**src/rtl/maze_defs.sv**
```systemverilog
// Shared definitions for the maze game controller: FSM state encoding,
// default level/frame counts and the visible screen limits.
package maze_defs;

  typedef enum logic [2:0] {
    S_IDLE  = 3'd0,
    S_ARM   = 3'd1,
    S_PLAY  = 3'd2,
    S_LVLUP = 3'd3,
    S_SCARE = 3'd4,
    S_WIN   = 3'd5
  } state_t;

  localparam int NUM_LEVELS_DEF   = 3;
  localparam int LVLUP_FRAMES_DEF = 60;
  localparam int SCARE_FRAMES_DEF = 180;

  localparam logic [9:0] SCR_W = 10'd640;
  localparam logic [9:0] SCR_H = 10'd480;

endpackage

```
**src/rtl/cursor_probe.sv**
```systemverilog
// Cursor probe: latches what the graphics say about the pixel under the
// player cursor during the visible frame, and clears on the cycle after
// refr_tick so each frame starts from a clean probe.
// Ports:
//   clk, reset            clock, async active-low reset
//   refr_tick             per-frame pulse (FSM samples the probe on it)
//   video_on, pix_x/y     scan position and visible-area flag
//   cur_x/y               player cursor position
//   graph_on, finalbox_on path / goal pixel flags of the selected level
//   seen, on_path, on_goal probe results for the current frame
module cursor_probe
  import maze_defs::*;
(
  input  logic       clk,
  input  logic       reset,
  input  logic       refr_tick,
  input  logic       video_on,
  input  logic [9:0] pix_x,
  input  logic [9:0] pix_y,
  input  logic [9:0] cur_x,
  input  logic [9:0] cur_y,
  input  logic       graph_on,
  input  logic       finalbox_on,
  output logic       seen,
  output logic       on_path,
  output logic       on_goal
);

  logic tick_d;
  logic on_screen;
  logic hit;

  // An off-screen cursor can never be seen, so it reads as a wall in PLAY.
  assign on_screen = (cur_x < SCR_W) && (cur_y < SCR_H);
  assign hit       = video_on && on_screen && (pix_x == cur_x) && (pix_y == cur_y);

  always_ff @(posedge clk or negedge reset) begin
    if (!reset) begin
      tick_d  <= 1'b0;
      seen    <= 1'b0;
      on_path <= 1'b0;
      on_goal <= 1'b0;
    end else begin
      tick_d <= refr_tick;
      // Clear one cycle after the tick: the FSM has already consumed the
      // ending frame's values on the tick edge itself.
      if (tick_d) begin
        seen    <= 1'b0;
        on_path <= 1'b0;
        on_goal <= 1'b0;
      end else if (hit) begin
        seen    <= 1'b1;
        on_path <= graph_on;
        on_goal <= finalbox_on;
      end
    end
  end

endmodule

```
**src/rtl/maze_game_ctrl.sv**
```systemverilog
// Maze game controller: frame-rate FSM that arms on start, plays while the
// cursor stays on the path, advances levels on the goal box, scares on a
// wall hit and shows a win screen after the last level.
// Ports:
//   clk, reset            clock, async active-low reset
//   start                 debounced button; rising edge starts/restarts
//   refr_tick             one-cycle pulse per frame; FSM steps only here
//   video_on, pix_x/y     scan position
//   cur_x/y               player cursor
//   graph_on, finalbox_on selected level's path / goal pixel flags
//   level                 level index for the graphics mux
//   play_on/scare_on/win_on  screen mode flags
//   scare_pulse           one-clk pulse on PLAY->SCARE (audio trigger)
module maze_game_ctrl
  import maze_defs::*;
#(
  parameter int NUM_LEVELS   = NUM_LEVELS_DEF,
  parameter int LVLUP_FRAMES = LVLUP_FRAMES_DEF,
  parameter int SCARE_FRAMES = SCARE_FRAMES_DEF
) (
  input  logic       clk,
  input  logic       reset,
  input  logic       start,
  input  logic       refr_tick,
  input  logic       video_on,
  input  logic [9:0] pix_x,
  input  logic [9:0] pix_y,
  input  logic [9:0] cur_x,
  input  logic [9:0] cur_y,
  input  logic       graph_on,
  input  logic       finalbox_on,
  output logic [1:0] level,
  output logic       play_on,
  output logic       scare_on,
  output logic       win_on,
  output logic       scare_pulse
);

  localparam logic [1:0] LVL_MAX  = 2'(NUM_LEVELS - 1);
  localparam logic [7:0] LV_LAST  = (LVLUP_FRAMES > 256) ? 8'd255 : 8'(LVLUP_FRAMES - 1);
  localparam logic [7:0] SC_LAST  = (SCARE_FRAMES > 256) ? 8'd255 : 8'(SCARE_FRAMES - 1);

  state_t     state, state_nx;
  logic [1:0] level_nx;
  logic [7:0] cnt, cnt_nx, cnt_inc;
  logic       start_q, start_pend, start_rise, start_evt;
  logic       scare_go;
  logic       seen, on_path, on_goal;

  cursor_probe u_probe (
    .clk         (clk),
    .reset       (reset),
    .refr_tick   (refr_tick),
    .video_on    (video_on),
    .pix_x       (pix_x),
    .pix_y       (pix_y),
    .cur_x       (cur_x),
    .cur_y       (cur_y),
    .graph_on    (graph_on),
    .finalbox_on (finalbox_on),
    .seen        (seen),
    .on_path     (on_path),
    .on_goal     (on_goal)
  );

  // A start edge can arrive anywhere in the frame but the FSM only steps on
  // refr_tick, so the edge is held until the next tick consumes it.
  assign start_rise = start & ~start_q;
  assign start_evt  = start_pend | start_rise;
  assign cnt_inc    = (cnt == 8'hFF) ? cnt : cnt + 8'd1;

  // State register
  always_ff @(posedge clk or negedge reset) begin
    if (!reset) begin
      state       <= S_IDLE;
      level       <= 2'd0;
      cnt         <= 8'd0;
      start_q     <= 1'b0;
      start_pend  <= 1'b0;
      scare_pulse <= 1'b0;
    end else begin
      start_q     <= start;
      start_pend  <= refr_tick ? 1'b0 : start_evt;
      scare_pulse <= scare_go;
      if (refr_tick) begin
        state <= state_nx;
        level <= level_nx;
        cnt   <= cnt_nx;
      end
    end
  end

  // Next-state logic (only committed on refr_tick)
  always_comb begin
    state_nx = state;
    level_nx = level;
    cnt_nx   = cnt;
    case (state)
      S_IDLE: begin
        if (start_evt) begin
          state_nx = S_ARM;
          level_nx = 2'd0;
          cnt_nx   = 8'd0;
        end
      end
      S_ARM: begin
        if (start_evt) begin
          level_nx = 2'd0;
          cnt_nx   = 8'd0;
        end else if (seen && on_path) begin
          state_nx = S_PLAY;
        end
      end
      S_PLAY: begin
        if (start_evt) begin
          state_nx = S_ARM;
          level_nx = 2'd0;
          cnt_nx   = 8'd0;
        end else if (seen && on_goal) begin
          // Goal wins over wall when both flags are set on the cursor pixel.
          cnt_nx   = 8'd0;
          state_nx = (level < LVL_MAX) ? S_LVLUP : S_WIN;
        end else if (!seen || !on_path) begin
          state_nx = S_SCARE;
          cnt_nx   = 8'd0;
        end
      end
      S_LVLUP: begin
        if (start_evt) begin
          state_nx = S_ARM;
          level_nx = 2'd0;
          cnt_nx   = 8'd0;
        end else if (cnt == LV_LAST) begin
          state_nx = S_ARM;
          level_nx = (level < LVL_MAX) ? level + 2'd1 : level;
          cnt_nx   = 8'd0;
        end else begin
          cnt_nx = cnt_inc;
        end
      end
      S_SCARE: begin
        // Start is deliberately ignored while the scare screen runs.
        if (cnt == SC_LAST) begin
          state_nx = S_IDLE;
          level_nx = 2'd0;
          cnt_nx   = 8'd0;
        end else begin
          cnt_nx = cnt_inc;
        end
      end
      S_WIN: begin
        if (start_evt) begin
          state_nx = S_ARM;
          level_nx = 2'd0;
          cnt_nx   = 8'd0;
        end
      end
      default: begin
        state_nx = S_IDLE;
        level_nx = 2'd0;
        cnt_nx   = 8'd0;
      end
    endcase
  end

  assign scare_go = refr_tick && (state == S_PLAY) && (state_nx == S_SCARE);

  // Output decode
  always_comb begin
    play_on  = 1'b0;
    scare_on = 1'b0;
    win_on   = 1'b0;
    case (state)
      S_ARM, S_PLAY: play_on  = 1'b1;
      S_SCARE:       scare_on = 1'b1;
      S_WIN:         win_on   = 1'b1;
      default: ;
    endcase
  end

endmodule

```
**config.mk**
```make
export PLATFORM = sky130hd
export DESIGN_NAME = maze_game_ctrl
export DESIGN_NICKNAME = d
export VERILOG_FILES = /design/src/rtl/maze_defs.sv /design/src/rtl/cursor_probe.sv /design/src/rtl/maze_game_ctrl.sv
export SDC_FILE = /design/constraint.sdc
export NUM_CORES = 1
export LEC_CHECK = 0
export ABC_AREA = 1
export ABC_CLOCK_PERIOD_IN_PS = 1500
export CAP_MARGIN = 20
export CORE_MARGIN = 4
export CORE_UTILIZATION = 43
export DETAILED_ROUTE_END_ITERATION = 7
export HOLD_SLACK_MARGIN = 0.08
export PLACE_DENSITY = 0.76
export SLEW_MARGIN = 5
export SYNTH_ARGS = -nofsm -noshare
export SYNTH_HDL_FRONTEND = slang
export SYNTH_SLANG_ARGS = --single-unit
```
**constraint.sdc**
```tcl
create_clock -name clk -period 1.5 [get_ports clk]
set_input_delay 0.225 -clock clk [delete_from_list [all_inputs] [get_ports clk]]
set_output_delay 0.225 -clock clk [all_outputs]
set_load 0.02 [all_outputs]
```
After elaboration in Yosys (flattened, before gate mapping)
Cells that the tools add are included.
- register bits after elaboration: 20
- input port bits: 47
- output and inout bits: 6
- add/sub/neg operators: 2
- magnitude comparators: 3
- equality and inequality tests: 17
- muxes and demuxes: 36
- bitwise operators: 3
- reduce and logical (&&, ||, !) cells: 19
- operator list (operator ; number):
    $mux W8 ; 8
    $pmux W8 S4 ; 1
    $mux W3 ; 10
    $eq A10 B10 Y1 ; 2
    $eq A8 B8 Y1 const B ; 2
    $pmux W3 S5 ; 1
    $lt A10 B10 Y1 const B ; 1
    $lt A10 B9 Y1 const B ; 1
    $mux W1 ; 10
    $mux W2 ; 5
    $eq A3 B3 Y1 const B ; 3
    $add A8 B1 Y8 const B ; 1
    $eq A8 B6 Y1 const B ; 1
    $logic_and A1 B1 Y1 ; 8
    $eq A3 B2 Y1 const B ; 2
    $ne A3 B3 Y1 const B ; 2
    $pmux W2 S3 ; 1
    $reduce_and A5 Y1 ; 1
    $ne A2 B1 Y1 const B ; 2
    $ne A4 B4 Y1 const B ; 1
    $reduce_or A2 Y1 ; 2
    $reduce_or A4 Y1 ; 1
    $eq A3 B1 Y1 const B ; 1
    $logic_not A3 Y1 ; 1
    other kinds (11) ; 12

Logic depth before layout (Yosys ltp)
Gate-level depths: netlist of the first run.
- word-level depth: 8
- depth in mapped cells: 10
- gate-level depth less buffers: 10

By module
A second synthesis of the first run with hierarchy kept.
- cells, all modules: 318
- area, all modules: 1804.2 um^2
- modules (own cells, without submodules) (module ; times used ; cells each ; area each (um^2) ; seq. area each (um^2)):
    maze_game_ctrl ; 1 ; 184 ; 1194.9 ; 400.4
    cursor_probe ; 1 ; 134 ; 609.3 ; 100.1

Worst setup path before layout of the first run
Ideal clock, no wire load.
- kind: reg-to-reg
- start point: reg state[1]
- end point: reg scare_pulse
- arrival time: 1.335 ns
- data required time: 1.429 ns
- setup slack: 0.093 ns
- stages on the path, launching flop included: 9
- buffers on the path: 1
- period minus slack after synthesis: 1.407 ns
- cell sequence: dfrtp_1 buf_4 nor2_1 inv_1 nor2_1 o21ai_0 nand2_1 nand2_1 nor2_1
- longest elaborated chain between the ends: 6
- RTL lines (element ; RTL line ; text):
    start, declared ; maze_game_ctrl.sv:43 ; state_t state, state_nx;
    start signal, assigned ; maze_game_ctrl.sv:86 ; state <= state_nx;
    $mux W3 ; maze_game_ctrl.sv:123 ; end else if (!seen || !on_path) begin
    $mux W3 ; maze_game_ctrl.sv:119 ; end else if (seen && on_goal) begin
    $mux W3 ; maze_game_ctrl.sv:115 ; if (start_evt) begin
    $pmux W3 S5 ; maze_game_ctrl.sv:98 ; case (state)
    $eq A3 B3 Y1 ; maze_game_ctrl.sv:166 ; assign scare_go = refr_tick && (state == S_PLAY) && (state_nx == S_SCARE);
    $logic_and A1 B1 Y1 * ; maze_game_ctrl.sv:166 ;
    net scare_go ; maze_game_ctrl.sv:47 ; logic scare_go;
    end signal, assigned ; maze_game_ctrl.sv:84 ; scare_pulse <= scare_go;
    end, declared ; maze_game_ctrl.sv:36 ; output logic scare_pulse
The timed path passes the listed nets; every way through them passes the cells marked *.
A chain may end at the register's enable or synchronous reset.

Final worst setup path of the first run
- start point: reg state[2]
- end point: reg state[2]
- longest elaborated chain between the ends: 4
- RTL lines (element ; RTL line):
    $mux W3 ; maze_game_ctrl.sv:123
    $mux W3 ; maze_game_ctrl.sv:119
    $mux W3 ; maze_game_ctrl.sv:115
    $pmux W3 S5 * ; maze_game_ctrl.sv:98
Mark *: on every way between the ends. The rest lies on a longest branch, timed or not.

==> results of run 1 <==
[critical path: cells and delay by family, from the launching register on]
family | cells | cell delay, ns
DFF | 1 | 0.44
buffers and inverters | 3 | 0.34
and+or+nand+nor | 6 | 0.44
AOI/OAI and AO/OA | 2 | 0.18
[layout make-up]
cell class	instances	share of cell area [%]
Inverter	64	8.99
Clock buffer	4	2.02
Multi-Input combinational cell	221	42.2
Tap cell	50	2.29
Timing Repair Buffer	78	26.2
Sequential cell	20	18.3
[per-stage QoR]
stage / util [%] / area [sq um] / total power, mW / hold WS (ns) / setup slack, ns
3_5_place_dp: 63.2 / 2560 / 1.21 / 0.479 / -0.165
3_3_place_gp: 63.2 / 2560 / 1.20 / 0.472 / -0.130
2_1_floorplan: - / 1830 / 0.914 / -0.0706 / 0.0933
5_1_grt: 67.2 / 2730 / 1.78 / 0.314 / -0.0585
6_report: 67.2 / 2730 / 1.69 / 0.282 / 0.0280
4_1_cts: 64.2 / 2610 / 1.64 / 0.294 / 0.00671
[placed cells by master (no fill, tap or decap), drive strengths merged, types with 2 or more instances in the layout]
cell type / count
a21oi: 8
buf: 29
clkbuf: 4
clkdlybuf4s50: 47
dfrtp: 20
dlygate4sd2: 2
inv: 64
nand2: 114
nand3: 20
nand4: 5
nor2: 50
nor3: 5
o21ai: 12
o22ai: 2
xor2: 2
[state kept, by name, indices dropped and copies added, names as in the netlist]
register / count
cnt: 8
level: 2
scare_pulse: 1
start_pend: 1
start_q: 1
state: 3
u_probe.on_goal: 1
u_probe.on_path: 1
u_probe.seen: 1
u_probe.tick_d: 1
[metal layers]
metal  GRT usage, %  routed length (um)  vias up
li1               -                   -     1090
met1           22.3                2070      912
met2           30.9                2290       71
met5              0                   0        -
met4           6.97                  66        0
met3           4.41                 387        5
[worst max path at each step]
stage | to | cells past startpoint | start | slack (ns)
6_report | state[2] | 11 | state[2] | 0.03
3_3_place_gp | level[1] | 8 | start | -0.13
5_1_grt | level[1] | 10 | cnt[1] | -0.06
3_5_place_dp | level[1] | 10 | start | -0.17
2_1_floorplan | scare_pulse | 8 | state[1] | 0.09
4_1_cts | play_on | 7 | state[0] | 0.007
[cells by family (layout without fill, tap and decap cells)]
logic type / count (synthesis) / after routing / synth area share, %
AOI/OAI and AO/OA: 23 / 23 / 7.72
buffers and inverters: 67 / 146 / 14.7
and+or+nand+nor: 193 / 194 / 48.1
adders and majority gates: 1 / 1 / 0.683
DFF: 20 / 20 / 27.3
xor gates and xnor gates: 3 / 3 / 1.44
[power by group]
part / switching, mW / leakage (nW) / total (mW) / internal, mW
registers: 0.0318 / 0.266 / 0.602 / 0.570
clock network: 0.206 / 0.0288 / 0.441 / 0.235
logic: 0.314 / 1.18 / 0.648 / 0.334
[repair_timing]
action                                 in CTS  in global routing
gates cloned                                0                  1
setup endpoints to repair                   7                 14
buffers inserted                            0                  3
pin swaps                                   0                 12
hold buffers                                0                  0
endpoints found under the hold margin       0                  0
resized for setup                          16                 26
==> key figures, run 1 <==
Outcome
  – Status: complete, no violations

Route
  – Drt first pass iters: 4
  – DRT Wirelength: just under 5000 um
  – Vias per cell: 4.76
  – Routed Antenna Nets: 0
  – Initial DRC count: 180
  – DR WL/cell: 11.0 um
  – Residual DRC: 0
  – Detailed-route via count: about 2100

Layout
  – Sequential cell area: 500 sq um
  – Non-filler instance count after layout: between 400 and 500
  – Area Growth Syn to Fin: 49.0%
  – Layout cells sized above 1: just over 20%
  – Fillcell total: roughly 350
  – Layout Nets: between 400 and 500
  – Antenna Cells: 0
  – Area of the multi-input gates: 1150 sq um

Synth
  – Instance count of the mapped netlist: 307
  – List of most frequent post-synthesis cells: nand2_1 (104), inv_1 (59), nor2_1 (44)
  – Post-synth EDFFs: 0
  – Sequential share of the synthesized area: between 20% and 30%
  – Top cell type's share of synthesized area: 27.3%
  – Leading post-synthesis cells by cell area: dfrtp_1 (27%), nand2_1 (21%), inv_1 (12%)
  – Synthesis Warnings: 0
  – Most frequent cell after synthesis: nand2_1
  – Post-synth top area cell: dfrtp_1
  – Top_reg_cell synth: dfrtp_1
  – Syn nets: around 360
  – Ys async rst share: 100%
  – #FFs+latches synth: 20
  – Avg Cell Area, Syn: just under 6 sq um
  – Mapped Area: 1830 sq um
  – Post-synth cell types: 30

STA
  – Worst rel slew slack: between 80% and 90%
  – Max Freq: 679 MHz
  – Clk_skew: roughly 0.0047 ns
  – Fin crit period: 1.47 ns
  – Final Cycle Share: between 90% and 100%
  – Final setup violating endpoints: 0
  – Setup TNS: 0 ns
  – Slew Viols, Final: 0
  – Final hold violations: 0
  – RSZ-0062 raised after global routing: yes
  – Worst Tran Pin Value: approximately 0.3 ns

Worst setup path
  – Crit-path max cell delay: between 0.4 and 0.5 ns
  – Crit path max-delay cell type: dfrtp_1
  – Worst R2R Path Depth: 11
  – Crit Path Category: flop to flop
  – Most frequent CP cell: nand2_1
  – Cell Chain, Critical Path: inv_4 > buf_6 > nand2_4 > nor2_4 > buf_4 > nand2_1 > nor2_1 > o21ai_0 > nand2_1 > nand2_1 > o21ai_1
  – Setup crit end kind: flop
  – Arr. time, crit path: ~1.7 ns
  – R2r endpoint: state[2]
  – Reg-to-reg slack, setup: 0.03 ns
  – Worst Setup Start Kind: flop
  – Crit path max fanout: 5
  – Worst r2r src: state[2]
  – WP data required: between 1.5 and 2 ns

Place
  – Port Buffers: 52
  – HPWL after detailed placement: ~3900 um
  – Placed insts: 429
  – Gpl congestion: 0.892

Floorplanning
  – Die height: between 70 and 80 um
  – Die area: 5360 sq um
  – Die width: approximately 73 um
  – Initial core utilization: between 40% and 50%
  – # IOs: 53
  – Row cnt: 23
  – Core area: ~4100 sq um

Global routing
  – Gr usage total: between 10% and 20%
  – Vias in the first global route: roughly 1900
  – First-pass GRT wire length: between 7000 and 8000 um
  – Overflow after GRT: 0
  – Antenna violations before repair: 0
  – Largest net degree at the start of global routing: 21

Min path
  – Hold Path Class: input pin to async pin

Clocking
  – Sink Count: 20
  – CTS tree: done
  – CTS Buf Count: 3
  – Clock tree buffer depth: 2
  – Root buf cell: clkbuf_8
  – Skew-Pair Late Insertion Delay: roughly 0.28 ns
  – H-tree lvl count: 1
  – Clk slew on worst S/H paths: around 0.080 ns

Job
  – Max_cap viols: 0

Power
  – Cell area power density: between 600 and 700 nW/um^2
  – Pleak: around 1.5 nW
  – Maximum VDD drop: about 0.38 mV
No activity file was read; power rests on OpenSTA's default activity.
==> inputs of run 2 (changes only) <==
--- a/config.mk
+++ b/config.mk
@@ -5,14 +5,13 @@
 export SDC_FILE = /design/constraint.sdc
 export NUM_CORES = 1
 export LEC_CHECK = 0
-export ABC_AREA = 1
 export ABC_CLOCK_PERIOD_IN_PS = 1500
 export CAP_MARGIN = 20
 export CORE_MARGIN = 4
-export CORE_UTILIZATION = 43
+export CORE_UTILIZATION = 41
 export DETAILED_ROUTE_END_ITERATION = 7
 export HOLD_SLACK_MARGIN = 0.08
-export PLACE_DENSITY = 0.76
+export PLACE_DENSITY = 0.77
 export SLEW_MARGIN = 5
 export SYNTH_ARGS = -nofsm -noshare
 export SYNTH_HDL_FRONTEND = slang
==> key figures, run 2 <==
Outcome
  – Status: finished, violations left
  – Violated checks: setup timing

Synth
  – Mapped Area: ~1500 sq um
  – Ys async rst share: 100%
  – Post-synth top area cell: dfrtp_1
  – List of most frequent post-synthesis cells: dfrtp_1 (20), xor2_1 (15), nand2_1 (14)
  – Syn nets: ~210
  – #FFs+latches synth: 20
  – Avg Cell Area, Syn: around 9 sq um
  – Leading post-synthesis cells by cell area: dfrtp_1 (33%), xor2_1 (8.8%), nand2b_1 (3.8%)
  – Top cell type's share of synthesized area: between 30% and 40%
  – Most frequent cell after synthesis: dfrtp_1
  – Instance count of the mapped netlist: around 170
  – Post-synth cell types: between 50 and 60
  – Synthesis Warnings: 0
  – Post-synth EDFFs: 0
  – Sequential share of the synthesized area: between 30% and 40%
  – Top_reg_cell synth: dfrtp_1

Clocking
  – Sink Count: 20
  – Skew-Pair Late Insertion Delay: around 0.31 ns
  – Clk slew on worst S/H paths: 0.11 ns
  – Root buf cell: clkbuf_4
  – Hold_buf cts: 0
  – CTS Buf Count: 3
  – Clock tree buffer depth: 2
  – H-tree lvl count: 1
  – CTS tree: done

Place
  – Port Buffers: 52
  – Gpl congestion: just over 0.9
  – HPWL after detailed placement: 3590 um
  – Placed insts: about 300

Route
  – Detailed-route via count: about 1600
  – Drt first pass iters: 4
  – Initial DRC count: 97
  – DR WL/cell: 15.1 um
  – DR top layer: met4
  – Vias per cell: between 5 and 6
  – Met3 Wirelength: 140 um
  – Routed Antenna Nets: 0
  – DRT Wirelength: roughly 4700 um
  – Met2 Wirelength: 2530 um
  – Residual DRC: 0
  – M1 WL: roughly 1900 um

Floorplanning
  – Die height: 68.4 um
  – Row cnt: 21
  – Die width: between 60 and 70 um
  – Core area: 3420 sq um
  – Initial core utilization: 43.8%
  – # IOs: 53
  – Die area: around 4700 sq um

Worst setup path
  – WP buf/inv: 1
  – Critical path depth: 7
  – Cell Chain, Critical Path: ha_4 > nand4b_4 > or4b_4 > a21o_4 > buf_12 > a31oi_4 > o32ai_1
  – Crit path max fanout: 5
  – WP data required: 1.70 ns
  – R2r endpoint: cnt[1]
  – Worst r2r src: cnt[1]
  – CP startpoint: cnt[1]
  – Worst R2R Path Depth: 7
  – Setup crit end kind: flop
  – Crit-path max cell delay: between 0.5 and 0.6 ns
  – Reg-to-reg slack, setup: -0.46 ns
  – Crit path max-delay cell type: or4b_4
  – Worst Setup Start Kind: flop
  – Kind of cell adding the most delay to the critical path: simple AND/OR/NAND/NOR gates
  – Crit Path Category: flop to flop
  – Arr. time, crit path: about 2.2 ns

Job
  – Max_cap viols: 0

STA
  – Setup TNS: -4.09 ns
  – RSZ-0062 raised after global routing: yes
  – Fin crit period: 1.96 ns
  – Final Cycle Share: 130%
  – Final setup violating endpoints: 12
  – Worst rel slew slack: between 70% and 80%
  – Worst Tran Pin Value: 0.354 ns
  – Max Freq: between 500 and 600 MHz
  – Final hold violations: 0
  – Slew Viols, Final: 0
  – Clk_skew: about 0.0028 ns
  – Setup ws final: -0.456 ns

Global routing
  – Antenna violations before repair: 0
  – First-pass GRT wire length: 7710 um
  – Vias in the first global route: ~1800
  – Gr usage total: between 20% and 30%
  – Overflow after GRT: 0
  – Largest net degree at the start of global routing: 21

Min path
  – Hold Path Class: input pin to async pin

Layout
  – Non-filler instance count after layout: a little over 300
  – Layout cells sized above 1: roughly 36%
  – Most common cell after layout, fill and taps aside: buf_4
  – Area Growth Syn to Fin: 66.0%
  – Layout Nets: approximately 310
  – Antenna Cells: 0
  – Largest regs: cnt x8, state x3, level x2
  – Max reg flops: 8
  – Commonest non-fill, non-tap cells in the layout: buf_4 (42), dfrtp_1 (19), clkdlybuf4s50_1 (17)
  – Top reg by flops: cnt

Power
  – Maximum VDD drop: ~0.21 mV
  – Pleak: ~1.1 nW
  – Power Total: 1.05 mW
  – Cell area power density: 421 nW/um^2
-- run 2: cell types whose count changed in the layout (fill, tap and decap cells not counted), sizes merged, moves of 13 or more --
cell / previous run / this run
xor2: 2 / 15
nand2: 114 / 14
clkdlybuf4s50: 47 / 17
nor2: 50 / 8
inv: 64 / 5
buf: 29 / 56
-- run 2: how the worst max path moves through the flow --
stage and to:
5_1_grt cnt[1], 2_1_floorplan state[1], 3_3_place_gp cnt[1], 6_report cnt[1], 4_1_cts cnt[1], 3_5_place_dp cnt[1]
-- run 2: cell families (layout without fill, tap and decap cells) --
kind of cell | count (synthesis) | in the layout | share of synthesized area (%)
buf+inv | 11 | 107 | 3.43
compound gates | 41 | 41 | 20.1
mux | 2 | 2 | 1.34
fa+ha+maj | 1 | 1 | 0.837
flops | 20 | 20 | 33.5
xor+xnor | 17 | 17 | 9.96
simple gates | 74 | 74 | 30.9
-- run 2: final cells by class --
class / count / area (sq um)
inverters: 5 / 18.8
clock buffers: 3 / 22.5
flip-flops and latches: 20 / 502
fillers: 269 / 933
repair buffers: 99 / 825
well taps: 46 / 57.6
multi-input cells: 135 / 1060
-- run 2: report_power, final --
part           switching (mW)  leakage [nW]  total, mW  internal [mW]
clock network           0.174        0.0138      0.268         0.0941
logic                  0.0944         0.833      0.231          0.137
registers             0.00296         0.267      0.546          0.543
-- run 2: repair_timing --
action / in CTS / in global routing
gates resized for setup: 85 / 25
gates cloned: 1 / 0
endpoints found under the setup margin: 21 / 19
pin swaps: 25 / 25
buffers inserted: 6 / 1
-- run 2: layer usage --
metal	GRT usage, %	up-vias
met5	0	-
met4	8.44	0
met3	1.97	11
met2	43.0	36
met1	23.4	792
li1	-	806
-- run 2: through the flow --
step / cell area, sq um / util, % / setup slack [ns] / hold slack [ns]
floorplan: 1530 / - / -0.398 / -0.0706
global placement: 2380 / 69.7 / -0.438 / 0.534
detailed placement: 2380 / 69.7 / -0.487 / 0.542
CTS: 2480 / 72.5 / -0.468 / 0.270
global route: 2480 / 72.7 / -0.504 / 0.287
finish: 2480 / 72.7 / -0.456 / 0.259
-- run 2: worst reg2reg max path, delay by kind of cell (launching register included) --
kind	cells	cell delay (ns)
buffers and inverters	1	0.14
AO/OA/AOI/OAI	3	0.48
adder cells (fa/ha/maj)	1	0.16
flip-flops	1	0.41
AND/OR/NAND/NOR	2	0.66
==> inputs of run 3 (changes only) <==
--- a/config.mk
+++ b/config.mk
@@ -12,6 +12,7 @@
 export DETAILED_ROUTE_END_ITERATION = 7
 export HOLD_SLACK_MARGIN = 0.08
 export PLACE_DENSITY = 0.77
+export SKIP_CTS_REPAIR_TIMING = 1
 export SLEW_MARGIN = 5
 export SYNTH_ARGS = -nofsm -noshare
 export SYNTH_HDL_FRONTEND = slang
==> key figures, run 3 (synthesis results as in run 2) <==
Floorplanning
  – Initial core utilization: between 40 and 50%
  – Core area: roughly 3400 sq um
  – Die area: 4680 sq um
  – # IOs: between 50 and 60
  – Die height: 68.4 um
  – Die width: between 60 and 70 um
  – Row cnt: 21

Clocking
  – Sink Count: 20
  – CTS tree: done
  – CTS Buf Count: 3
  – Clk slew on worst S/H paths: 0.12 ns
  – H-tree lvl count: 1
  – Skew-Pair Late Insertion Delay: approximately 0.31 ns
  – Clock tree buffer depth: 2
  – Root buf cell: clkbuf_4

Layout
  – Sequential cell area: approximately 500 sq um
  – Layout cells sized above 1: between 30 and 40%
  – Top reg by flops: cnt
  – Non-filler instance count after layout: between 300 and 400
  – Fillcell total: 229
  – Layout Nets: a little over 300
  – Commonest non-fill, non-tap cells in the layout: buf_4 (42), dlymetal6s2s_1 (33), dfrtp_1 (18)
  – Max reg flops: 8
  – Most common cell after layout, fill and taps aside: buf_4
  – Largest regs: cnt x8, state x3, level x2
  – Antenna Cells: 0
  – Area Growth Syn to Fin: 75.6%
  – Area of the multi-input gates: 1070 sq um

Power
  – Clock share of power: 25.1%
  – Cell area power density: between 400 and 500 nW/um^2
  – Switching Share: approximately 26%
  – Maximum VDD drop: roughly 0.22 mV
  – Pleak: approximately 1.4 nW
  – Pint: about 0.8 mW
  – Sw power: approximately 0.28 mW
  – Power Total: 1.06 mW
  – Combinational share of power: 23.6%
  – Flop pwr share: about half

STA
  – Final Cycle Share: 132%
  – Slew Viols, Final: 0
  – Clk_skew: between 0.004 and 0.005 ns
  – Setup TNS: -4.34 ns
  – Max Freq: between 500 and 600 MHz
  – Final hold violations: 0
  – Worst Tran Pin Value: roughly 0.35 ns
  – RSZ-0062 raised after global routing: yes
  – Worst rel slew slack: between 70 and 80%
  – Final setup violating endpoints: 12
  – Setup ws final: -0.482 ns
  – Fin crit period: 1.98 ns

Route
  – DR WL/cell: around 16 um
  – Residual DRC: 0
  – Drt first pass iters: 4
  – DRT Wirelength: 4800 um
  – Routed Antenna Nets: 0
  – Initial DRC count: roughly 120
  – Vias per cell: around 5.4
  – Detailed-route via count: roughly 1700

Worst setup path
  – Arr. time, crit path: approximately 2.2 ns
  – Crit Path Category: flop to flop
  – Crit path max fanout: 5
  – Worst Setup Start Kind: flop
  – WP data required: ~1.7 ns
  – Setup crit end kind: flop

Min path
  – Hold Path Class: input pin to async pin

Outcome
  – Violated checks: setup timing
  – Status: finished, violations left

Place
  – HPWL after detailed placement: approximately 3600 um
  – Placed insts: 297
  – Port Buffers: 52
  – Gpl congestion: between 0.9 and 1

Global routing
  – First-pass GRT wire length: roughly 7300 um
  – Vias in the first global route: between 1500 and 2000
  – Gr usage total: approximately a fifth
  – Antenna violations before repair: 0
  – Largest net degree at the start of global routing: 21
  – Overflow after GRT: 0

Job
  – Max_cap viols: 0
==> run 3: changes by cell type in the layout (fill, tap and decap cells not counted), moves of 4 or more <==
cell	change
dlymetal6s2s_1	+33
clkdlybuf4s15_1	-12
buf_2	-7
dlygate4sd2_1	-7
clkbuf_2	-4
clkdlybuf4s50_1	-4
==> run 3: layout make-up <==
type                    instances  area share, %
clock buffers                   3          0.858
flip-flops and latches         20           19.2
well taps                      46           2.19
multi-input cells             135           40.9
inverters                       5          0.715
repair buffers                 97           36.2
==> run 3: worst max-delay path, stage by stage, from the launching register on <==
cell and delay (ns):
dfrtp_1 0.41, ha_4 0.17, nand4b_4 0.11, or4b_4 0.54, a21o_4 0.26, buf_12 0.13, a31oi_4 0.15, o32ai_2 0.10
==> run 3: worst paths after layout <==
path	start	end	cells after the start	slack, ns
max	cnt[1]	cnt[1]	7	-0.48
min	reset	u_probe.on_path	2	0.26
max reg2reg	cnt[1]	cnt[1]	7	-0.48
min reg2reg	level[1]	level[1]	2	0.56
max in group asynchronous	reset	state[2]	2	1.00
min in group clk	start	start_q	1	0.37
==> run 3: metal layers <==
metal	GRT usage (%)	up-vias	part of all wire, %
li1	-	805	-
met1	21.9	806	40
met2	41.4	32	56
met3	2.13	11	2.6
met4	8.44	0	2.4
met5	0	-	0
==> run 3: power groups by stage <==
stage                     Clock (mW)  Combinational, mW  Sequential [mW]
after floorplan                    0             0.0772            0.557
after global placement             0              0.249            0.557
after detailed placement           0              0.256            0.557
after CTS                      0.276              0.258            0.546
after global routing           0.294              0.272            0.547
final                          0.267              0.251            0.546
==> run 3: stage by stage <==
step / hold slack [ns] / area, sq um / worst slack (ns) / utilization [%]
after floorplan: -0.0706 / 1530 / -0.398 / -
after global placement: 0.534 / 2380 / -0.438 / 69.7
after detailed placement: 0.542 / 2380 / -0.487 / 69.7
after CTS: 0.270 / 2400 / -0.504 / 70.4
after global routing: 0.285 / 2630 / -0.518 / 76.8
final: 0.258 / 2630 / -0.482 / 76.8
